`config.mk`:
```
export PLATFORM = sky130hd
export DESIGN_NAME = motor_speed_ctrl
export DESIGN_NICKNAME = d
export VERILOG_FILES = /design/src/rtl/motor_speed_ctrl.sv
export SDC_FILE = /design/constraint.sdc
export NUM_CORES = 1
export LEC_CHECK = 0
export ABC_CLOCK_PERIOD_IN_PS = 3000
export CORE_MARGIN = 4
export CORE_UTILIZATION = 45
export CTS_BUF_LIST = sky130_fd_sc_hd__clkbuf_4 sky130_fd_sc_hd__clkbuf_8
export CTS_CLUSTER_DIAMETER = 120
export DETAILED_ROUTE_END_ITERATION = 8
export PLACE_DENSITY = 0.67
export SLEW_MARGIN = 30
export SYNTH_ARGS = -nofsm -noshare
export SYNTH_HDL_FRONTEND = slang
export SYNTH_SLANG_ARGS = --single-unit
```
`constraint.sdc`:
```
create_clock -name clk -period 3 [get_ports clk]
set_input_delay 0.3 -clock clk [delete_from_list [all_inputs] [get_ports clk]]
set_output_delay 0.3 -clock clk [all_outputs]
set_load 0.1 [all_outputs]
```
`src/rtl/motor_speed_ctrl.sv`:
```
// Motor speed sequencer: synchronized operator switches, duty setpoint, soft-start/soft-stop ramp.
// Optional emergency stop with a latched fault is enabled with `define MOTOR_CTRL_ESTOP_EN.
module motor_speed_ctrl #(
    parameter int DUTY_W    = 8,
    parameter int DUTY_STEP = 16,
    parameter int DUTY_INIT = 32,
    parameter int RAMP_DIV  = 1000
) (
    input  logic              clk,
    input  logic              rst,
    input  logic              swt_start_stop,
    input  logic              swt_increase,
    input  logic              swt_decrease,
`ifdef MOTOR_CTRL_ESTOP_EN
    input  logic              estop,
    output logic              fault,
`endif
    output logic [DUTY_W-1:0] duty_target,
    output logic [DUTY_W-1:0] duty_out,
    output logic              pwm_en,
    output logic              motor_running,
    output logic              ramping
);

    // state        | meaning
    // ST_STANDBY   | motor off, duty forced to 0, PWM disabled
    // ST_RAMP_UP   | soft start, duty stepping toward the setpoint
    // ST_RUN       | setpoint reached, duty tracks setpoint changes
    // ST_RAMP_DOWN | soft stop, duty stepping down to 0
    typedef enum logic [1:0] {
        ST_STANDBY   = 2'd0,
        ST_RAMP_UP   = 2'd1,
        ST_RUN       = 2'd2,
        ST_RAMP_DOWN = 2'd3
    } state_t;

    localparam int                CNT_W  = (RAMP_DIV > 2) ? $clog2(RAMP_DIV) : 1;
    localparam logic [CNT_W-1:0]  C_TC   = CNT_W'(RAMP_DIV - 1);
    localparam logic [DUTY_W:0]   C_STEP = (DUTY_W + 1)'(DUTY_STEP);

    state_t             r_state;
    logic [DUTY_W-1:0]  r_duty_target;
    logic [DUTY_W-1:0]  r_duty_out;
    logic               r_pwm_en;
    logic               r_running;
    logic               r_ramping;
    logic [CNT_W-1:0]   r_tick_cnt;
    logic               r_ss_s1, r_ss_s2;
    logic               r_inc_s1, r_inc_s2, r_inc_s3;
    logic               r_dec_s1, r_dec_s2, r_dec_s3;

    logic               w_tick;
    logic               w_inc_rise;
    logic               w_dec_rise;
    logic               w_start_ok;
    logic [DUTY_W:0]    w_inc_sum;
    logic [DUTY_W:0]    w_dec_diff;
    logic [DUTY_W-1:0]  w_target_nxt;
    logic [DUTY_W-1:0]  w_duty_toward;
    logic [DUTY_W-1:0]  w_duty_nxt;
    state_t             w_state_nxt;

    always_ff @(posedge clk or posedge rst) begin
        if (rst) begin
            {r_ss_s1, r_ss_s2}             <= '0;
            {r_inc_s1, r_inc_s2, r_inc_s3} <= '0;
            {r_dec_s1, r_dec_s2, r_dec_s3} <= '0;
        end else begin
            {r_ss_s2, r_ss_s1}             <= {r_ss_s1, swt_start_stop};
            {r_inc_s3, r_inc_s2, r_inc_s1} <= {r_inc_s2, r_inc_s1, swt_increase};
            {r_dec_s3, r_dec_s2, r_dec_s1} <= {r_dec_s2, r_dec_s1, swt_decrease};
        end
    end

    assign w_inc_rise = r_inc_s2 & ~r_inc_s3;
    assign w_dec_rise = r_dec_s2 & ~r_dec_s3;
    assign w_tick     = (r_tick_cnt == C_TC);

`ifdef MOTOR_CTRL_ESTOP_EN
    logic r_es_s1, r_es_s2, r_fault;

    always_ff @(posedge clk or posedge rst) begin
        if (rst) begin
            {r_es_s1, r_es_s2} <= '0;
            r_fault            <= 1'b0;
        end else begin
            {r_es_s2, r_es_s1} <= {r_es_s1, estop};
            if (r_es_s2)
                r_fault <= 1'b1;
            else if (!r_ss_s2)
                r_fault <= 1'b0;
        end
    end

    assign w_start_ok = r_ss_s2 & ~r_fault;
    assign fault      = r_fault;
`else
    assign w_start_ok = r_ss_s2;
`endif

    // One extra bit catches both saturation at full scale and underflow below 0.
    assign w_inc_sum  = {1'b0, r_duty_target} + C_STEP;
    assign w_dec_diff = {1'b0, r_duty_target} - C_STEP;

    always_comb begin
        w_target_nxt = r_duty_target;
        if (w_inc_rise && !r_dec_s2)
            w_target_nxt = w_inc_sum[DUTY_W] ? '1 : w_inc_sum[DUTY_W-1:0];
        else if (w_dec_rise && !r_inc_s2)
            w_target_nxt = w_dec_diff[DUTY_W] ? '0 : w_dec_diff[DUTY_W-1:0];
    end

    always_comb begin
        w_duty_toward = r_duty_out;
        if (r_duty_out < r_duty_target)
            w_duty_toward = r_duty_out + 1'b1;
        else if (r_duty_out > r_duty_target)
            w_duty_toward = r_duty_out - 1'b1;
    end

    always_comb begin
        w_state_nxt = r_state;
        w_duty_nxt  = r_duty_out;
        case (r_state)
            ST_STANDBY: begin
                w_duty_nxt = '0;
                if (w_start_ok)
                    w_state_nxt = ST_RAMP_UP;
            end
            ST_RAMP_UP: begin
                if (w_tick)
                    w_duty_nxt = w_duty_toward;
                if (!r_ss_s2)
                    w_state_nxt = ST_RAMP_DOWN;
                else if (r_duty_out == r_duty_target)
                    w_state_nxt = ST_RUN;
            end
            ST_RUN: begin
                if (w_tick)
                    w_duty_nxt = w_duty_toward;
                if (!r_ss_s2)
                    w_state_nxt = ST_RAMP_DOWN;
            end
            ST_RAMP_DOWN: begin
                if (w_tick && (r_duty_out != '0))
                    w_duty_nxt = r_duty_out - 1'b1;
                if (r_ss_s2)
                    w_state_nxt = ST_RAMP_UP;
                else if (r_duty_out == '0)
                    w_state_nxt = ST_STANDBY;
            end
        endcase
`ifdef MOTOR_CTRL_ESTOP_EN
        if (r_es_s2) begin
            w_state_nxt = ST_STANDBY;
            w_duty_nxt  = '0;
        end
`endif
    end

    // Status outputs are derived from next-state values so they line up with the registered duty.
    always_ff @(posedge clk or posedge rst) begin
        if (rst) begin
            r_state       <= ST_STANDBY;
            r_duty_target <= DUTY_W'(DUTY_INIT);
            r_duty_out    <= '0;
            r_pwm_en      <= 1'b0;
            r_running     <= 1'b0;
            r_ramping     <= 1'b0;
            r_tick_cnt    <= '0;
        end else begin
            r_state       <= w_state_nxt;
            r_duty_target <= w_target_nxt;
            r_duty_out    <= w_duty_nxt;
            r_pwm_en      <= (w_state_nxt != ST_STANDBY);
            r_running     <= (w_state_nxt != ST_STANDBY);
            r_ramping     <= ((w_state_nxt != ST_STANDBY) && (w_duty_nxt != w_target_nxt))
                             || (w_state_nxt == ST_RAMP_DOWN);
            if (r_state == ST_STANDBY || w_tick)
                r_tick_cnt <= '0;
            else
                r_tick_cnt <= r_tick_cnt + 1'b1;
        end
    end

    assign duty_target   = r_duty_target;
    assign duty_out      = r_duty_out;
    assign pwm_en        = r_pwm_en;
    assign motor_running = r_running;
    assign ramping       = r_ramping;

endmodule
```
==> impl_metrics.json, run 1 <==
{
  "worst_hold_path_type": "in2async",
  "grt_pass1_vias": 2951,
  "worstSetupStartpointType": "flip-flop",
  "synth-async-reset-ratio": 1.00,
  "cts_root_buf": "clkbuf_8",
  "status": "complete, but fails checks",
  "hpwlAfterDp_mm": 7.42,
  "post-route-util": 0.600,
  "grt.total_usage": 0.255,
  "antenna_found_initial": 0,
  "grt_overflow_total": 0,
  "ioPinCount": 24,
  "clk_pin_slew_ns": 0.08,
  "grt.met2_usage": 0.377,
  "first_iter_violations": 297,
  "vias": 3160,
  "design_area_um2": 3830,
  "maxCapViolations": 0,
  "cts.sinks": 38,
  "p_per_area_nw_per_um2": 821,
  "use_met1": 0.347,
  "cp_cell_sequence": "inv_4 > ha_4 > nand4_4 > or2_4 > buf_4 > a31o_4 > a21bo_1 > a32o_2 > and3_1 > a221o_1 > a2111oi_4 > a31oi_1",
  "die_h_um": 89.3,
  "synth_top_flop_cell": "dfrtp_1",
  "yosysWarnings": 0,
  "critical_path_class": "reg2reg",
  "viasPerCell": 6.45,
  "crit_path_end_kind": "flip-flop",
  "drive_gt1_frac": 0.312,
  "syn-num-nets": 370,
  "ys_seq_area_frac": 0.320,
  "finalMaxSlewViolations": 0,
  "grt_max_degree": 24,
  "drtPass1Iterations": 7,
  "synth_edf_count": 0,
  "violations": "negative setup slack",
  "io_buffers": 23,
  "timing.final.crit_share": 1.02,
  "netlist-cell-type-count": 65,
  "whs_ns": 0.360,
  "drt_wl_total_mm": 9.63,
  "gp_congestion": 1.14,
  "die_x_um": 89.3,
  "finClkSkew_ns": 0.00396,
  "synthCells": 347,
  "tns_ns": -0.0610,
  "placed_cell_area_um2": 3640,
  "rsz0062_at_grt": "yes",
  "diodes": 0,
  "initial_utilization": 0.466,
  "cellLeakagePower_nw": 1.63,
  "ant_nets": 0,
  "fin_nets": 435,
  "syn_to_final_growth_pct": 28.7,
  "syn_area_per_cell_um2": 8.58,
  "timing.final.crit_period_ns": 3.06,
  "cp_max_fo": 5,
  "holdBufCountCts": 0,
  "irDropWorstVdd_mv": 0.643,
  "fin_ws_ns": -0.0610,
  "grt.busiest_layer": "met2",
  "hold_viol": 0,
  "tightest_slew_ns": 0.807,
  "slowest_stage": "dfstp_4",
  "dieArea_um2": 7980,
  "grt_pass1_wl_mm": 15.3,
  "netlist_area_um2": 2980,
  "cp.required_ns": 3.16,
  "met3_usage": 0.0571,
  "slowest_delay_ns": 0.63,
  "clk_latency_ns": 0.29,
  "cts.htree.levels": 2,
  "cts_tree": "built",
  "core_area_um2": 6390,
  "ys_seq_elements": 38,
  "power_mw": 3.15,
  "cts_max_path_buffers": 2,
  "drc": 0,
  "setup_violations": 1,
  "rows": 29,
  "crit_arrival_ns": 3.22,
  "timing.fmax_ghz": 0.327,
  "post_drt_wl_per_cell_um": 19.6,
  "relSlewSlack": 0.459,
  "cts_buffers": 5
}
-- flip-flops by register name, summed over array words and instances (netlist names) --
signal	cells
r_state	2
r_dec_s1	1
r_dec_s2	1
ramping	1
duty_out	8
r_inc_s3	1
motor_running	1
r_tick_cnt	10
r_inc_s1	1
r_ss_s2	1
r_dec_s3	1
r_inc_s2	1
r_ss_s1	1
duty_target	8
-- what timing repair did --
item,CTS,global route
setup buffers,0,6
setup endpoints to repair,1,2
pin swaps,3,11
gates resized for setup,5,9
-- metal layers --
metal  part of all wire  wire (um)
met5                  0          0
met4              0.049        474
met3              0.093        894
met2               0.44       4220
met1               0.42       4030
-- worst paths after layout --
| path | slack [ns] | depth (start not counted) | startpoint | endpoint |
|---|---|---|---|---|
| max | -0.06 | 12 | duty_target[5] | ramping |
| min | 0.36 | 2 | rst | duty_target[6] |
| max reg2reg | -0.06 | 12 | duty_target[5] | ramping |
| min reg2reg | 0.36 | 0 | r_ss_s1 | r_ss_s2 |
| max in group asynchronous | 1.90 | 4 | rst | r_tick_cnt[8] |
| min in group clk | 0.36 | 0 | r_ss_s1 | r_ss_s2 |
-- cell usage after synthesis (6+ instances only) --
library cell | number | area [um2]
nor2b_1 | 6 | 37.5
clkbuf_1 | 11 | 41.3
o211ai_1 | 11 | 82.6
xnor2_1 | 9 | 78.8
a31oi_1 | 9 | 56.3
nand3_1 | 13 | 65.1
dfrtp_1 | 37 | 926
inv_1 | 22 | 82.6
nor2_1 | 23 | 86.3
nand2_1 | 27 | 101
nor3_1 | 16 | 80.1
a21oi_1 | 28 | 140
o21ai_0 | 16 | 80.1
and3_1 | 9 | 56.3
ha_1 | 18 | 225
-- report_power, final --
group / switching (mW) / total (mW) / internal (mW) / leakage [nW]
registers: 0.105 / 0.747 / 0.642 / 0.461
clock network: 0.183 / 0.378 / 0.195 / 0.0517
logic: 1.35 / 2.02 / 0.675 / 1.12
total: 1.64 / 3.15 / 1.51 / 1.63
-- area by class of cell --
type                            count  area, um2
Clock buffer                        7       90.1
Sequential cell                    38        990
Fill cell                         550       2550
Clock inverter                      1       5.00
Multi-Input combinational cell    270       1990
Timing Repair Buffer               75        577
Tap cell                           77       96.3
Inverter                           22       87.6
-- logic make-up after synthesis --
kind of cell | count (synthesis) | share of synthesized area
and+or+nand+nor | 123 | 0.232
AOI/OAI and AO/OA | 115 | 0.276
buffers and inverters | 39 | 0.0550
DFF | 38 | 0.320
adders and majority gates | 18 | 0.0756
xor gates and xnor gates | 12 | 0.0353
muxes | 2 | 0.00672
-- through the flow --
stage               setup WS (ns)  std cells
floorplan                  -0.177        347
global placement           0.0141        476
detailed placement        -0.0412        476
CTS                      0.000283        484
global route               -0.175        490
finish                    -0.0610        490
-- critical path: cells and delay by family (launching register included) --
kind                     cells  cell delay [ns]
buffers and inverters        2             0.19
AO/OA/AOI/OAI                6             1.33
adder cells (fa/ha/maj)      1             0.27
AND/OR/NAND/NOR              3             0.51
flip-flops                   1             0.63
-- cell usage in the layout (no fill, tap or decap), types with 5 or more instances in the layout --
cell type	instances
dfrtp_2	9
ha_1	14
o211ai_1	11
and3_1	8
nor3_1	16
dfrtp_1	22
buf_4	70
dfrtp_4	6
nor2_1	22
nand2_1	27
xnor2_1	9
nand3_1	12
a21oi_1	26
clkbuf_8	6
a31oi_1	9
inv_1	18
o21ai_1	5
o21ai_0	13
nor2b_1	6
Power figures use the tool's default switching activity.
==> run 2: changes to the inputs <==
- DONT_BUFFER_PORTS: unset -> 1
- PLACE_DENSITY: 0.67 -> unset
==> run 2 against run 1 <==
Net effect:
- final area decreased by 1.8%
- global-route usage barely moved
- sequential share of layout area increased by 0.51 points
- final cell count is 2.9% lower
- non-clock buffer count is 14 lower
- largest cell class unchanged
- worst setup slack improved by 0.080 ns
- count of clock-buffer cells in the layout decreased by 2
- the run now ends clean
- clock skew rose by 0.0091 ns
- total power grew 2.6%
- die area unchanged
- first-iteration DRC count shrank 9.8%
- critical endpoint unchanged
- maximum frequency up 2.7%
==> impl_metrics.json, run 2 (same netlist as run 1, synthesis figures left out) <==
{
  "cellLeakagePower_nw": 1.58,
  "relSlewSlack": 0.377,
  "vias": 2999,
  "critical_path_class": "reg2reg",
  "initial_utilization": 0.466,
  "cts.sinks": 38,
  "regMostFlops": "r_tick_cnt",
  "viasPerCell": 6.30,
  "layout_common_cells": "buf_4 (58), nand2_1 (27), a21oi_1 (27), nor2_1 (22), dfrtp_1 (21)",
  "worst_hold_path_type": "in2reg",
  "core_area_um2": 6390,
  "first_iter_violations": 268,
  "dp_slack_ns": -0.0146,
  "timing.final.crit_period_ns": 2.98,
  "syn_to_final_growth_pct": 26.3,
  "worstSetupStartpointType": "flip-flop",
  "grt_pass1_wl_mm": 15.1,
  "cts_max_path_buffers": 2,
  "whs_path_depth": 0,
  "dieArea_um2": 7980,
  "setup_violations": 0,
  "cts_tree": "built",
  "hpwlAfterDp_mm": 7.47,
  "instances_no_fill": 476,
  "die_h_um": 89.3,
  "tightest_slew_ns": 0.937,
  "grt.total_usage": 0.255,
  "placed_cell_area_um2": 3550,
  "largest_register_ffs": 10,
  "ant_nets": 0,
  "drtPass1Iterations": 5,
  "cp.required_ns": 3.18,
  "crit_arrival_ns": 3.16,
  "timing.final.crit_share": 0.994,
  "cp_max_fo": 5,
  "ioPinCount": 24,
  "r2r_cells": 12,
  "io_buffers": 0,
  "finalMaxSlewViolations": 0,
  "irDropWorstVdd_mv": 0.550,
  "holdBufCountCts": 0,
  "hold_viol": 0,
  "gp_congestion": 1.01,
  "clk_latency_ns": 0.30,
  "drc": 0,
  "tns_ns": 0,
  "clk_pin_slew_ns": 0.09,
  "diodes": 0,
  "die_x_um": 89.3,
  "dp_cells": 466,
  "timing.fmax_ghz": 0.335,
  "design_area_um2": 3760,
  "whs_ns": 0.0244,
  "grt_pass1_vias": 2775,
  "antenna_found_initial": 1,
  "rsz0062_at_grt": "yes",
  "cts_root_buf": "clkbuf_8",
  "grt_overflow_total": 0,
  "layout_commonest_cell": "buf_4",
  "fin_nets": 421,
  "fin_ws_ns": 0.0188,
  "p_per_area_nw_per_um2": 858,
  "cts_buffers": 5,
  "drive_gt1_frac": 0.301,
  "post_drt_wl_per_cell_um": 20.4,
  "crit_path_end_kind": "flip-flop",
  "status": "complete, no violations",
  "grt_max_degree": 25,
  "cts.htree.levels": 2,
  "rows": 29,
  "finClkSkew_ns": 0.0130,
  "maxCapViolations": 0,
  "nFillCells": 580,
  "drt_wl_total_mm": 9.70
}
-- run 2: repair_timing --
action	4_1_cts	5_1_grt
pin swaps	0	7
endpoints found under the setup margin	1	1
gates resized for setup	3	14
buffers inserted	0	2
-- run 2: final timing paths --
path                                      from            end  slack (ns)
worst max register to register  duty_target[5]        ramping        0.02
worst max-delay path            duty_target[5]        ramping        0.02
min in group asynchronous                  rst    duty_out[4]        0.04
max in group asynchronous                  rst  motor_running        2.15
worst min-delay path              swt_decrease       r_dec_s1        0.02
worst min register to register        r_inc_s1       r_inc_s2        0.36
-- run 2: cell type report --
cell class                 count  area (um2)  area share
multi-input combinational    270        1980       0.526
sequential                    38         991       0.263
timing repair buffer          61         469       0.125
tap                           77        96.3      0.0256
inverter                      22        87.6      0.0233
clock buffer                   5        68.8      0.0183
clock inverter                 3        68.8      0.0183
-- run 2: layer usage --
layer	GRT usage	routed length (um)	vias up
met5	0	7	-
met4	0.108	358	2
met3	0.0562	774	36
met2	0.406	4470	157
met1	0.334	4090	1408
li1	-	-	1396
-- run 2: report_power, final --
part           internal, mW  switching (mW)
Sequential            0.639           0.225
Clock                 0.334           0.211
Combinational         0.628            1.19
-- run 2: critical path: stages, from the launching register on --
cell	delay [ns]
dfstp_4	0.65
inv_4	0.05
ha_4	0.22
and3_4	0.16
a221o_1	0.38
buf_4	0.17
o21ai_1	0.22
o31ai_1	0.11
a211oi_1	0.31
buf_4	0.18
a211oi_1	0.06
a2111oi_4	0.22
a31oi_1	0.13
-- run 2: per-stage QoR --
step / power, mW / util
after floorplan: 2.09 / -
after global placement: 2.60 / 0.556
after detailed placement: 2.59 / 0.556
after CTS: 3.14 / 0.579
after global routing: 3.40 / 0.589
final: 3.23 / 0.589
